<file path="config.mk">
export PLATFORM = sky130hd
export DESIGN_NAME = muldiv_sequencer_flat
export DESIGN_NICKNAME = d
export VERILOG_FILES = /design/src/rtl/muldiv_pkg.sv /design/src/rtl/muldiv_if.sv /design/src/rtl/muldiv_addsub.sv /design/src/rtl/muldiv_sequencer.sv /design/src/flat_wrapper.sv
export SDC_FILE = /design/constraint.sdc
export NUM_CORES = 1
export LEC_CHECK = 0
export CAP_MARGIN = 20
export CORE_MARGIN = 2
export CORE_UTILIZATION = 60
export CTS_CLUSTER_SIZE = 8
export DETAILED_ROUTE_END_ITERATION = 6
export GPL_TIMING_DRIVEN = 0
export PLACE_DENSITY = 0.83
export SYNTH_ARGS = -nofsm -noshare
export SYNTH_HDL_FRONTEND = slang
export SYNTH_HIERARCHICAL = 1
export SYNTH_SLANG_ARGS = --single-unit
</file>
<file path="constraint.sdc">
create_clock -name clk -period 8.1 [get_ports clk]
set_input_delay 1.62 -clock clk [delete_from_list [all_inputs] [get_ports clk]]
set_output_delay 1.62 -clock clk [all_outputs]
set_load 0.005 [all_outputs]
</file>
<file path="src/rtl/muldiv_pkg.sv">
// -----------------------------------------------------------------------------
// muldiv_pkg
// Shared constants for the multiply/divide sequencer:
//   - default operand width and iteration counter width
//   - op encodings presented on the request interface
//   - FSM state encoding, kept as plain constants for legacy tools
// -----------------------------------------------------------------------------
package muldiv_pkg;

  localparam int DEF_WIDTH = 32;
  localparam int DEF_CNT_W = 6;

  localparam logic OP_MUL = 1'b0;
  localparam logic OP_DIV = 1'b1;

  localparam logic [2:0] ST_IDLE  = 3'd0;
  localparam logic [2:0] ST_MUL   = 3'd1;
  localparam logic [2:0] ST_DIV   = 3'd2;
  localparam logic [2:0] ST_FIXUP = 3'd3;
  localparam logic [2:0] ST_DONE  = 3'd4;

endpackage

</file>
<file path="src/rtl/muldiv_if.sv">
// -----------------------------------------------------------------------------
// muldiv_if
// Request/result bundle between the control unit and the mul/div sequencer.
//   start : operation request, sampled while busy is low
//   op    : 0 = signed multiply, 1 = signed divide
//   a, b  : multiplicand/multiplier or dividend/divisor
//   busy  : unit occupied, from the accepting edge until done drops
//   done  : one-cycle pulse, hi/lo valid from this cycle
//   hi,lo : product halves, or remainder/quotient
//   div0  : divide-by-zero flag (zero unless the detect option is built in)
// Modports: master = requester (control unit), slave = sequencer.
// -----------------------------------------------------------------------------
interface muldiv_if #(
  parameter int WIDTH = 32
) ();

  logic             start;
  logic             op;
  logic [WIDTH-1:0] a;
  logic [WIDTH-1:0] b;
  logic             busy;
  logic             done;
  logic [WIDTH-1:0] hi;
  logic [WIDTH-1:0] lo;
  logic             div0;

  modport master (
    output start, op, a, b,
    input  busy, done, hi, lo, div0
  );

  modport slave (
    input  start, op, a, b,
    output busy, done, hi, lo, div0
  );

endinterface

</file>
<file path="src/rtl/muldiv_addsub.sv">
// -----------------------------------------------------------------------------
// muldiv_addsub
// Combinational (WIDTH+1)-bit adder/subtractor shared by the Booth multiply
// and the non-restoring divide iterations.
//   i_a   : first operand
//   i_b   : second operand
//   i_sub : 1 = i_a - i_b, 0 = i_a + i_b
//   o_sum : result, wraps modulo 2^(WIDTH+1)
// -----------------------------------------------------------------------------
module muldiv_addsub #(
  parameter int WIDTH = 32
) (
  input  logic [WIDTH:0] i_a,
  input  logic [WIDTH:0] i_b,
  input  logic           i_sub,
  output logic [WIDTH:0] o_sum
);

  logic [WIDTH:0] w_bx;

  // Subtraction as a + ~b + 1 so a single carry chain serves both directions.
  assign w_bx  = i_b ^ {(WIDTH+1){i_sub}};
  assign o_sum = i_a + w_bx + {{WIDTH{1'b0}}, i_sub};

endmodule

</file>
<file path="src/rtl/muldiv_sequencer.sv">
// -----------------------------------------------------------------------------
// muldiv_sequencer
// Multi-cycle signed multiply/divide unit driving the HI/LO register pair.
//   MUL: radix-2 Booth, one bit per cycle, WIDTH iterations, done after
//        WIDTH+1 edges counting the accepting edge.
//   DIV: non-restoring division on magnitudes, WIDTH iterations plus one
//        sign fix-up cycle, done after WIDTH+2 edges.
// Ports:
//   clk : rising-edge clock
//   clr : asynchronous active-high reset
//   bus : muldiv_if slave (start/op/a/b in, busy/done/hi/lo/div0 out)
// Parameters:
//   WIDTH : operand width, even and >= 4
//   CNT_W : iteration counter width, 2^CNT_W > WIDTH
// Build option:
//   MULDIV_DIV0_DETECT_EN : a DIV with b = 0 finishes on the accepting edge
//   with hi = a, lo = all-ones and div0 = 1 (held until the next accept).
//   Without it div0 is tied low and b = 0 runs the full divide sequence.
// -----------------------------------------------------------------------------
import muldiv_pkg::*;

module muldiv_sequencer #(
  parameter int WIDTH = DEF_WIDTH,
  parameter int CNT_W = DEF_CNT_W
) (
  input  logic    clk,
  input  logic    clr,
  muldiv_if.slave bus
);

  logic [2:0]       r_state;
  logic [CNT_W-1:0] r_cnt;
  // MUL: Booth accumulator A. DIV: partial remainder R (two's complement).
  logic [WIDTH:0]   r_acc;
  // MUL: sign-extended multiplicand. DIV: zero-extended |b|.
  logic [WIDTH:0]   r_m;
  // MUL: multiplier Q shifting right. DIV: |a| shifting out / quotient in.
  logic [WIDTH-1:0] r_q;
  logic             r_qm1;
  logic             r_negq;
  logic             r_negr;
  logic [WIDTH-1:0] r_hi;
  logic [WIDTH-1:0] r_lo;

  logic [WIDTH:0]   w_addA;
  logic [WIDTH:0]   w_sum;
  logic [WIDTH:0]   w_rShift;
  logic [WIDTH:0]   w_mulAcc;
  logic             w_sub;
  logic             w_accept;
  logic             w_isDiv;
  logic             w_div0Skip;
  logic             w_lastIter;
  logic [WIDTH-1:0] w_absA;
  logic [WIDTH-1:0] w_absB;
  logic [WIDTH-1:0] w_remMag;
  logic [WIDTH-1:0] w_rem;
  logic [WIDTH-1:0] w_quo;

  assign w_isDiv  = (bus.op == OP_DIV);
  assign w_accept = (r_state == ST_IDLE) && bus.start;

  // |-2^(W-1)| = 2^(W-1) still fits as an unsigned W-bit magnitude.
  assign w_absA = bus.a[WIDTH-1] ? (~bus.a + 1'b1) : bus.a;
  assign w_absB = bus.b[WIDTH-1] ? (~bus.b + 1'b1) : bus.b;

`ifdef MULDIV_DIV0_DETECT_EN
  assign w_div0Skip = w_isDiv && (bus.b == '0);
`else
  assign w_div0Skip = 1'b0;
`endif

  // {R, Q} shifted left one place; R stays within W+1 bits because
  // |R| < |b| <= 2^(W-1) throughout the divide.
  assign w_rShift = {r_acc[WIDTH-1:0], r_q[WIDTH-1]};

  // Operand/direction select for the shared adder. FIXUP uses the default
  // (R + |b|) to restore a negative final remainder.
  always_comb begin
    w_addA = r_acc;
    w_sub  = 1'b0;
    case (r_state)
      ST_MUL: w_sub = r_q[0] & ~r_qm1;
      ST_DIV: begin
        w_addA = w_rShift;
        w_sub  = ~r_acc[WIDTH];
      end
      default: ;
    endcase
  end

  muldiv_addsub #(
    .WIDTH(WIDTH)
  ) u_addsub (
    .i_a   (w_addA),
    .i_b   (r_m),
    .i_sub (w_sub),
    .o_sum (w_sum)
  );

  // Booth pairs 00/11 leave A untouched; 01/10 take the adder result.
  assign w_mulAcc   = (r_q[0] ^ r_qm1) ? w_sum : r_acc;
  assign w_lastIter = (r_cnt == CNT_W'(WIDTH - 1));

  assign w_remMag = r_acc[WIDTH] ? w_sum[WIDTH-1:0] : r_acc[WIDTH-1:0];
  assign w_rem    = r_negr ? (~w_remMag + 1'b1) : w_remMag;
  assign w_quo    = r_negq ? (~r_q + 1'b1) : r_q;

  always_ff @(posedge clk or posedge clr) begin
    if (clr) begin
      r_state <= ST_IDLE;
      r_cnt   <= '0;
      r_acc   <= '0;
      r_m     <= '0;
      r_q     <= '0;
      r_qm1   <= 1'b0;
      r_negq  <= 1'b0;
      r_negr  <= 1'b0;
      r_hi    <= '0;
      r_lo    <= '0;
    end else begin
      case (r_state)
        ST_IDLE: begin
          if (w_accept) begin
            r_cnt <= '0;
            if (w_div0Skip) begin
              r_hi    <= bus.a;
              r_lo    <= '1;
              r_state <= ST_DONE;
            end else if (w_isDiv) begin
              r_acc   <= '0;
              r_q     <= w_absA;
              r_m     <= {1'b0, w_absB};
              r_negq  <= bus.a[WIDTH-1] ^ bus.b[WIDTH-1];
              r_negr  <= bus.a[WIDTH-1];
              r_state <= ST_DIV;
            end else begin
              r_acc   <= '0;
              r_q     <= bus.b;
              r_qm1   <= 1'b0;
              r_m     <= {bus.a[WIDTH-1], bus.a};
              r_state <= ST_MUL;
            end
          end
        end

        ST_MUL: begin
          // Arithmetic right shift of {A, Q, q_-1}.
          r_acc <= {w_mulAcc[WIDTH], w_mulAcc[WIDTH:1]};
          r_q   <= {w_mulAcc[0], r_q[WIDTH-1:1]};
          r_qm1 <= r_q[0];
          r_cnt <= r_cnt + 1'b1;
          if (w_lastIter) begin
            r_hi    <= w_mulAcc[WIDTH:1];
            r_lo    <= {w_mulAcc[0], r_q[WIDTH-1:1]};
            r_state <= ST_DONE;
          end
        end

        ST_DIV: begin
          r_acc <= w_sum;
          r_q   <= {r_q[WIDTH-2:0], ~w_sum[WIDTH]};
          r_cnt <= r_cnt + 1'b1;
          if (w_lastIter) begin
            r_state <= ST_FIXUP;
          end
        end

        ST_FIXUP: begin
          r_hi    <= w_rem;
          r_lo    <= w_quo;
          r_state <= ST_DONE;
        end

        ST_DONE: r_state <= ST_IDLE;

        default: r_state <= ST_IDLE;
      endcase
    end
  end

`ifdef MULDIV_DIV0_DETECT_EN
  logic r_div0;

  // Set or cleared on every accept, so it survives until the next request.
  always_ff @(posedge clk or posedge clr) begin
    if (clr) begin
      r_div0 <= 1'b0;
    end else if (w_accept) begin
      r_div0 <= w_div0Skip;
    end
  end

  assign bus.div0 = r_div0;
`else
  assign bus.div0 = 1'b0;
`endif

  assign bus.busy = (r_state != ST_IDLE);
  assign bus.done = (r_state == ST_DONE);
  assign bus.hi   = r_hi;
  assign bus.lo   = r_lo;

endmodule

</file>
<file path="src/flat_wrapper.sv">
// flat-port wrapper written by rule: the top's interface ports become plain ports
module muldiv_sequencer_flat 
#(
  parameter int WIDTH = DEF_WIDTH,
  parameter int CNT_W = DEF_CNT_W
)
  (clk, clr, bus_start, bus_op, bus_a, bus_b, bus_busy, bus_done, bus_hi, bus_lo, bus_div0);
  muldiv_if #(.WIDTH(WIDTH)) bus_i ();
  input  logic clk;
  input  logic clr;
  input wire logic [$bits(bus_i.start)-1:0] bus_start;
  input wire logic [$bits(bus_i.op)-1:0] bus_op;
  input wire logic [$bits(bus_i.a)-1:0] bus_a;
  input wire logic [$bits(bus_i.b)-1:0] bus_b;
  output wire logic [$bits(bus_i.busy)-1:0] bus_busy;
  output wire logic [$bits(bus_i.done)-1:0] bus_done;
  output wire logic [$bits(bus_i.hi)-1:0] bus_hi;
  output wire logic [$bits(bus_i.lo)-1:0] bus_lo;
  output wire logic [$bits(bus_i.div0)-1:0] bus_div0;
  assign bus_i.start = bus_start;
  assign bus_i.op = bus_op;
  assign bus_i.a = bus_a;
  assign bus_i.b = bus_b;
  assign bus_busy = bus_i.busy;
  assign bus_done = bus_i.done;
  assign bus_hi = bus_i.hi;
  assign bus_lo = bus_i.lo;
  assign bus_div0 = bus_i.div0;
  muldiv_sequencer #(.WIDTH(WIDTH), .CNT_W(CNT_W)) u_core (.clk(clk), .clr(clr), .bus(bus_i));
endmodule
</file>
# After elaboration in Yosys (flattened, before gate mapping)
# Cells that the tools add are included.
[totals]
register_bits = 174
in_bits = 68
latch_bits = 0
out_inout_bits = 67
mem_count = 0
rom_bits = 0
elab_cells = 80
ram_bits = 0
[classes]
magnitude_cmp = 0
bitwise = 11
n_mul = 0
shifts = 0
n_mux = 28
n_addsub = 7
eq_ne = 9
div = 0
n_reduce_logical = 15
[op_table]
columns = ["cell", "n"]
rows = [
  ["2-to-1 mux 32 bit", 9],
  ["2-to-1 mux 33 bit", 4],
  ["adder 32 x 1 -> 32 bit (second input constant)", 4],
  ["NOT 32 bit", 4],
  ["one-hot mux 32 bit (2 select lines)", 2],
  ["one-hot mux 33 bit (3 select lines)", 1],
  ["one-hot mux 32 bit (3 select lines)", 1],
  ["adder 33 x 1 -> 33 bit", 1],
  ["adder 33 bit", 1],
  ["XOR 33 bit", 1],
  ["one-hot mux 3 bit (4 select lines)", 1],
  ["one-hot mux 6 bit (2 select lines)", 1],
  ["2-to-1 mux 3 bit", 3],
  ["AND reduction 3 bit", 3],
  ["AND reduction 2 bit", 4],
  ["adder 6 x 1 -> 6 bit (second input constant)", 1],
  ["equality test 3 x 2 -> 1 bit (second input constant)", 2],
  ["equality test 6 x 5 -> 1 bit (second input constant)", 1],
  ["2-to-1 mux 6 bit", 1],
  ["inequality test 2 x 1 -> 1 bit (second input constant)", 3],
  ["nonzero test 2 bit", 3],
  ["nonzero test 3 bit", 2],
  ["one-hot mux 1 bit (2 select lines)", 2],
  ["equality test 3 x 1 -> 1 bit (second input constant)", 1],
  ["10 further kinds", 14],
]

# Depth between registers and ports, before layout
[depth]
word_depth = 11
mapped_depth = 24
ltp_nobuf = 19

# Cells and area by module
# The synthesis kept the hierarchy.
[by_module_without_submodules]
columns = ["mod", "n_inst", "area_each_um2", "cells_each", "seq_area_each_um2"]
rows = [
  ["muldiv_sequencer", 1, 12497.0, 1524, 4354.2],
  ["muldiv_addsub", 1, 2351.0, 332, 0.0],
]

# Least setup slack after synthesis
# Ideal clock, no wire load.
[synth_path]
path_type = "reg2reg"
start = "register u_core.r_acc[32]"
end = "register u_core.r_hi[20], in the netlist u_core/bus.hi[20]"
setup_time_ns = 0.126
setup_slack_ns = 1.957
path_stages_with_launch = 22
t_required_ns = 7.974
period_less_slack_ns = 6.143
t_arrival_ns = 6.017
n_path_buf = 7
path_cell_list = "dfrtp_1 > clkbuf_1 > clkbuf_1 > clkbuf_1 > buf_2 > buf_1 > o21ai_0 > buf_6 > clkbuf_1 > xor2_1 > ha_1 > a21oi_1 > o211ai_4 > a31oi_4 > o21ai_0 > xor2_1 > or4b_2 > a222oi_1 > nor4b_2 > nand3_1 > mux2i_1 > a221o_1"
[synth_via]
elab_chain_len = 10
word_cells_on_any_way = 12
classes_between = "add/sub (3); mux (6); bitwise (3)"
[synth_rtl]
columns = ["element", "line_no", "text"]
rows = [
  ["from (decl)", "muldiv_sequencer.sv:34", "logic [WIDTH:0] r_acc;"],
  ["from (signal assigned)", "muldiv_sequencer.sv:149", "r_acc <= {w_mulAcc[WIDTH], w_mulAcc[WIDTH:1]};"],
  ["from (signal assigned)", "muldiv_sequencer.sv:161", "r_acc <= w_sum;"],
  ["NOT 1 bit *", "muldiv_sequencer.sv:86", "w_sub = ~r_acc[WIDTH];"],
  ["one-hot mux 1 bit (2 select lines) *", "muldiv_sequencer.sv:82", "case (r_state)"],
  ["named net u_core.w_sub", "muldiv_sequencer.sv:49", "logic w_sub;"],
  ["XOR 33 bit", "muldiv_addsub.sv:22", "assign w_bx = i_b ^ {(WIDTH+1){i_sub}};"],
  ["adder 33 bit", "muldiv_addsub.sv:23", "assign o_sum = i_a + w_bx + {{WIDTH{1'b0}}, i_sub};"],
  ["adder 33 x 1 -> 33 bit *", "muldiv_addsub.sv:23", ""],
  ["named net u_core.w_sum[11]", "muldiv_sequencer.sv:46", "logic [WIDTH:0] w_sum;"],
  ["2-to-1 mux 32 bit *", "muldiv_sequencer.sv:105", "assign w_remMag = r_acc[WIDTH] ? w_sum[WIDTH-1:0] : r_acc[WIDTH-1:0];"],
  ["NOT 32 bit *", "muldiv_sequencer.sv:106", "assign w_rem = r_negr ? (~w_remMag + 1'b1) : w_remMag;"],
  ["adder 32 x 1 -> 32 bit *", "muldiv_sequencer.sv:106", ""],
  ["2-to-1 mux 32 bit *", "muldiv_sequencer.sv:106", ""],
  ["one-hot mux 32 bit (2 select lines) *", "muldiv_sequencer.sv:122", "case (r_state)"],
  ["to (signal assigned)", "muldiv_sequencer.sv:127", "r_hi <= bus.a;"],
  ["to (signal assigned)", "muldiv_sequencer.sv:154", "r_hi <= w_mulAcc[WIDTH:1];"],
  ["to (signal assigned)", "muldiv_sequencer.sv:170", "r_hi <= w_rem;"],
  ["to (decl)", "muldiv_sequencer.sv:42", "logic [WIDTH-1:0] r_hi;"],
]
# Mark *: on every way through the listed nets, which the timed path passes. The rest lies on a longest branch. The select of a mux whose other input is x is not followed.
# A chain may end at the register's enable or synchronous reset.

# Final worst setup path
[layout_path]
start = "register u_core.r_state[0]"
end = "register u_core.r_hi[31], in the netlist u_core/bus.hi[31]"
[layout_via]
elab_chain_len = 10
word_cells_on_any_way = 18
classes_between = "add/sub (3); eq/ne (4); mux (7); bitwise (2); reduce/logical (2)"
[layout_rtl]
columns = ["element", "line_no", "text"]
rows = [
  ["from (decl)", "muldiv_sequencer.sv:31", "logic [2:0] r_state;"],
  ["from (signal assigned)", "muldiv_sequencer.sv:111", "r_state <= ST_IDLE;"],
  ["from (signal assigned)", "muldiv_sequencer.sv:129", "r_state <= ST_DONE;"],
  ["from (signal assigned)", "muldiv_sequencer.sv:136", "r_state <= ST_DIV;"],
  ["equality test 3 x 2 -> 1 bit / equality test 3 x 1 -> 1 bit (equally long branches)", "muldiv_sequencer.sv:82", ""],
  ["one-hot mux 1 bit (2 select lines) *", "muldiv_sequencer.sv:82", ""],
  ["named net u_core.w_sub", "muldiv_sequencer.sv:49", ""],
  ["XOR 33 bit", "muldiv_addsub.sv:22", ""],
  ["adder 33 bit", "muldiv_addsub.sv:23", ""],
  ["adder 33 x 1 -> 33 bit *", "muldiv_addsub.sv:23", ""],
  ["named net u_core.w_sum[23]", "muldiv_sequencer.sv:46", ""],
  ["2-to-1 mux 32 bit *", "muldiv_sequencer.sv:105", ""],
  ["NOT 32 bit *", "muldiv_sequencer.sv:106", ""],
  ["adder 32 x 1 -> 32 bit *", "muldiv_sequencer.sv:106", ""],
  ["2-to-1 mux 32 bit *", "muldiv_sequencer.sv:106", ""],
  ["one-hot mux 32 bit (2 select lines) *", "muldiv_sequencer.sv:122", ""],
]
# Marks and branches as above.

==> results.toml <==
[status]
status = "finished, violations left"
failed_checks = "design-rule violations"

[sta]
final_max_slew_viol_count = 0
clock.fmax_ghz = 0.131
fin_crit_ns = 7.64
slew_headroom = 0.231
setup_viol = 0
finalHoldViolations = 0
finalSetupTns_ns = 0
fin_crit_sh = 0.943
rsz0062_at_grt = "false"
fin_skew_ns = 0.0165
tightest_slew_ns = 1.14

[yosys]
syn-num-nets = 1962
synth-seq-cells = 174
syn_area_per_cell_um2 = 8.00
async_flop_share = 1.00
synthTopCellsByArea = "dfrtp_1 29%, nand2_1 6.8%, mux2i_1 6.4%"
synth_cell_types = 86
yosysTopAreaCellShare = 0.293
ys.flop_type = "dfrtp_1"
synth_top_area_cell = "dfrtp_1"
synth.yosys.seq_area_share = 0.293
yosys_warnings = 6
syn_inst = 1856
synth_edf_count = 0
netlist_area_um2 = 14800

[detailed_routing]
drt_iter0_markers = 2439
drt-total-wl_mm = 55.9
vias_per_cell = 7.01
ant_nets = 0
route.detailed.drc = 18
dr_total_vias = 16409
wl_per_cell_um = 23.9
drtPass1Iterations = 7

[clock_tree]
worstSkewPairLatency_ns = 0.45
cts-root-buf = "clkbuf_16"
numCtsBuffers = 17
cts_setup_buffers = 0
cts_tree = "done"
clock_path_buffers = 2
htreeDepth = 4
clk_pin_slew_ns = 0.08
clock-sinks = 174

[grt]
grt_pass1_vias = 15758
grt_max_degree = 121
grt_antenna_before_repair = 0
gr-usage-all-layers = 0.422
grt_overflow_total = 0
grt_pass1_wl_mm = 85.3

[worst_setup_path]
max_stage_delay_ns = 0.75
cp_cell_sequence = "clkbuf_1 -> nor3b_2 -> clkbuf_1 -> clkbuf_1 -> nand2_1 -> o21ai_0 -> buf_6 -> clkbuf_1 -> xor2_1 -> ha_1 -> a21oi_1 -> o211ai_4 -> a31oi_4 -> o2111ai_4 -> a2111oi_1 -> a311oi_1 -> or4b_2 -> a21boi_0 -> nor2b_1 -> a31oi_1 -> or3_1"
cp_max_fo = 10
path_buf_inv = 5
cp_data_required_time_ns = 8.43
critical_path.slowest_cell = "or4b_2"
crit_arrival_ns = 7.97
start_kind = "flop"
endpoint_kind = "flop"
setup.worst_path.class = "reg2reg"
critPathMostFrequentCell = "clkbuf_1"
crit_family = "compound AO/OA/AOI/OAI gates"

[floorplan]
floorplan.die_area_um2 = 26000
die_width_um = 161
fp.dieH_um = 161
core_area_um2 = 24300
rows = 57
start_util = 0.611
io_pins = 135

[finish]
layout-drive-gt1-share = 0.0436
nNetsFinal = 2111
num_antenna_cells = 0
area_growth_pct = 15.7

[placement]
gp_congestion = 1.06
port_buffers = 130
hpwl_mm = 42.4

[job]
maxCapViolCount = 0

[min_path]
min_path_type = "reg2reg"
[area by class of cell]
type | instances | area [µm²]
Timing Repair Buffer | 131 | 1330
Multi-Input combinational cell | 1501 | 9770
Sequential cell | 174 | 4350
Inverter | 31 | 124
Tap cell | 324 | 405
Buffer | 149 | 613
Clock buffer | 17 | 425
Clock inverter | 15 | 168
Fill cell | 1986 | 7140
[metrics by stage]
step	setup WS, ns	utilization	instances	hold slack, ns	cell area [µm²]
2_1_floorplan	1.76	-	1856	0.463	14800
3_3_place_gp	-0.647	0.681	2310	0.470	16600
3_5_place_dp	0.488	0.682	2311	0.470	16600
4_1_cts	0.417	0.707	2343	0.488	17200
5_1_grt	0.180	0.707	2342	0.515	17200
6_report	0.461	0.707	2342	0.487	17200
[path summary, 6_finish.rpt]
check / from / end / slack (ns) / depth (start not counted)
setup reg to reg: u_core/r_state[0] / u_core/bus.hi[31] / 0.46 / 21
hold / removal: u_core/bus.lo[14] / u_core/bus.lo[14] / 0.49 / 2
setup / recovery: u_core/r_state[0] / u_core/bus.hi[31] / 0.46 / 21
min in group asynchronous: clr / u_core/r_m[16] / 1.60 / 2
hold reg to reg: u_core/bus.lo[14] / u_core/bus.lo[14] / 0.49 / 2
max in group asynchronous: clr / u_core/bus.hi[19] / 5.53 / 3
[repair_timing]
item                       CTS  global route
hold buffers                 0             0
gates resized for setup      0             1
setup endpoints to repair    0             8
[sequential cells by signal (all words and copies together) (netlist names)]
signal,count
u_core/r_acc,33
u_core/r_m,33
u_core/bus.hi,32
u_core/bus.lo,32
u_core/r_q,32
u_core/r_cnt,6
u_core/r_state,3
u_core/r_negq,1
u_core/r_negr,1
u_core/r_qm1,1
[cell usage after synthesis (all sizes together) (7+ instances only)]
cell	instances
nand2	268
dfrtp	174
o21ai	161
nor2	144
clkbuf	112
a21oi	107
mux2i	96
xor2	88
xnor2	70
a221o	49
nor3	40
buf	38
ha	37
inv	30
o31ai	29
or3	26
nor4	23
or4	23
o41ai	22
nand3	21
a221oi	18
nor3b	18
o22ai	18
a21o	17
nand2b	17
and3	15
nor2b	15
o211ai	15
a211oi	12
a222oi	12
a31oi	10
nand4	9
and2	8
or2	8
o2111ai	7
o221ai	7
[worst register-to-register path, stage by stage (launching register included)]
cell and delay [ns]:
dfrtp_1 0.47, clkbuf_1 0.35, nor3b_2 0.54, clkbuf_1 0.46, clkbuf_1 0.51, nand2_1 0.10, o21ai_0 0.11, buf_6 0.17
clkbuf_1 0.57, xor2_1 0.18, ha_1 0.38, a21oi_1 0.29, o211ai_4 0.15, a31oi_4 0.34, o2111ai_4 0.20, a2111oi_1 0.47
a311oi_1 0.21, or4b_2 0.75, a21boi_0 0.46, nor2b_1 0.34, a31oi_1 0.14, or3_1 0.36
[cells in the final DEF (no fill, tap or decap), drive strengths merged, types with 40 or more instances in the layout]
cell           count
xnor2             70
clkbuf           129
xor2              88
clkdlybuf4s50    130
nor2             144
nand2            268
a221o             49
a21oi            107
mux2i             96
nor3              40
o21ai            161
dfrtp            174
[logic make-up after synthesis]
family | after synthesis | synth area share
fa+ha+maj | 38 | 0.0325
flops | 174 | 0.293
buf+inv | 181 | 0.0494
other cells | 1 | 0.000253
simple gates | 660 | 0.212
mux | 102 | 0.0701
xor+xnor | 158 | 0.0932
compound gates | 542 | 0.249
[routing by layer]
layer  part of all wire  global-route usage  wire length, µm
met5                  0                   0                0
met4              0.075               0.269             4190
met3              0.098              0.0670             5470
met2               0.46               0.687            25600
met1               0.37               0.525            20600
Power is left out: the tool's default activity adds up to more than one toggle a clock period on the data nets, which glitch-free logic cannot reach.
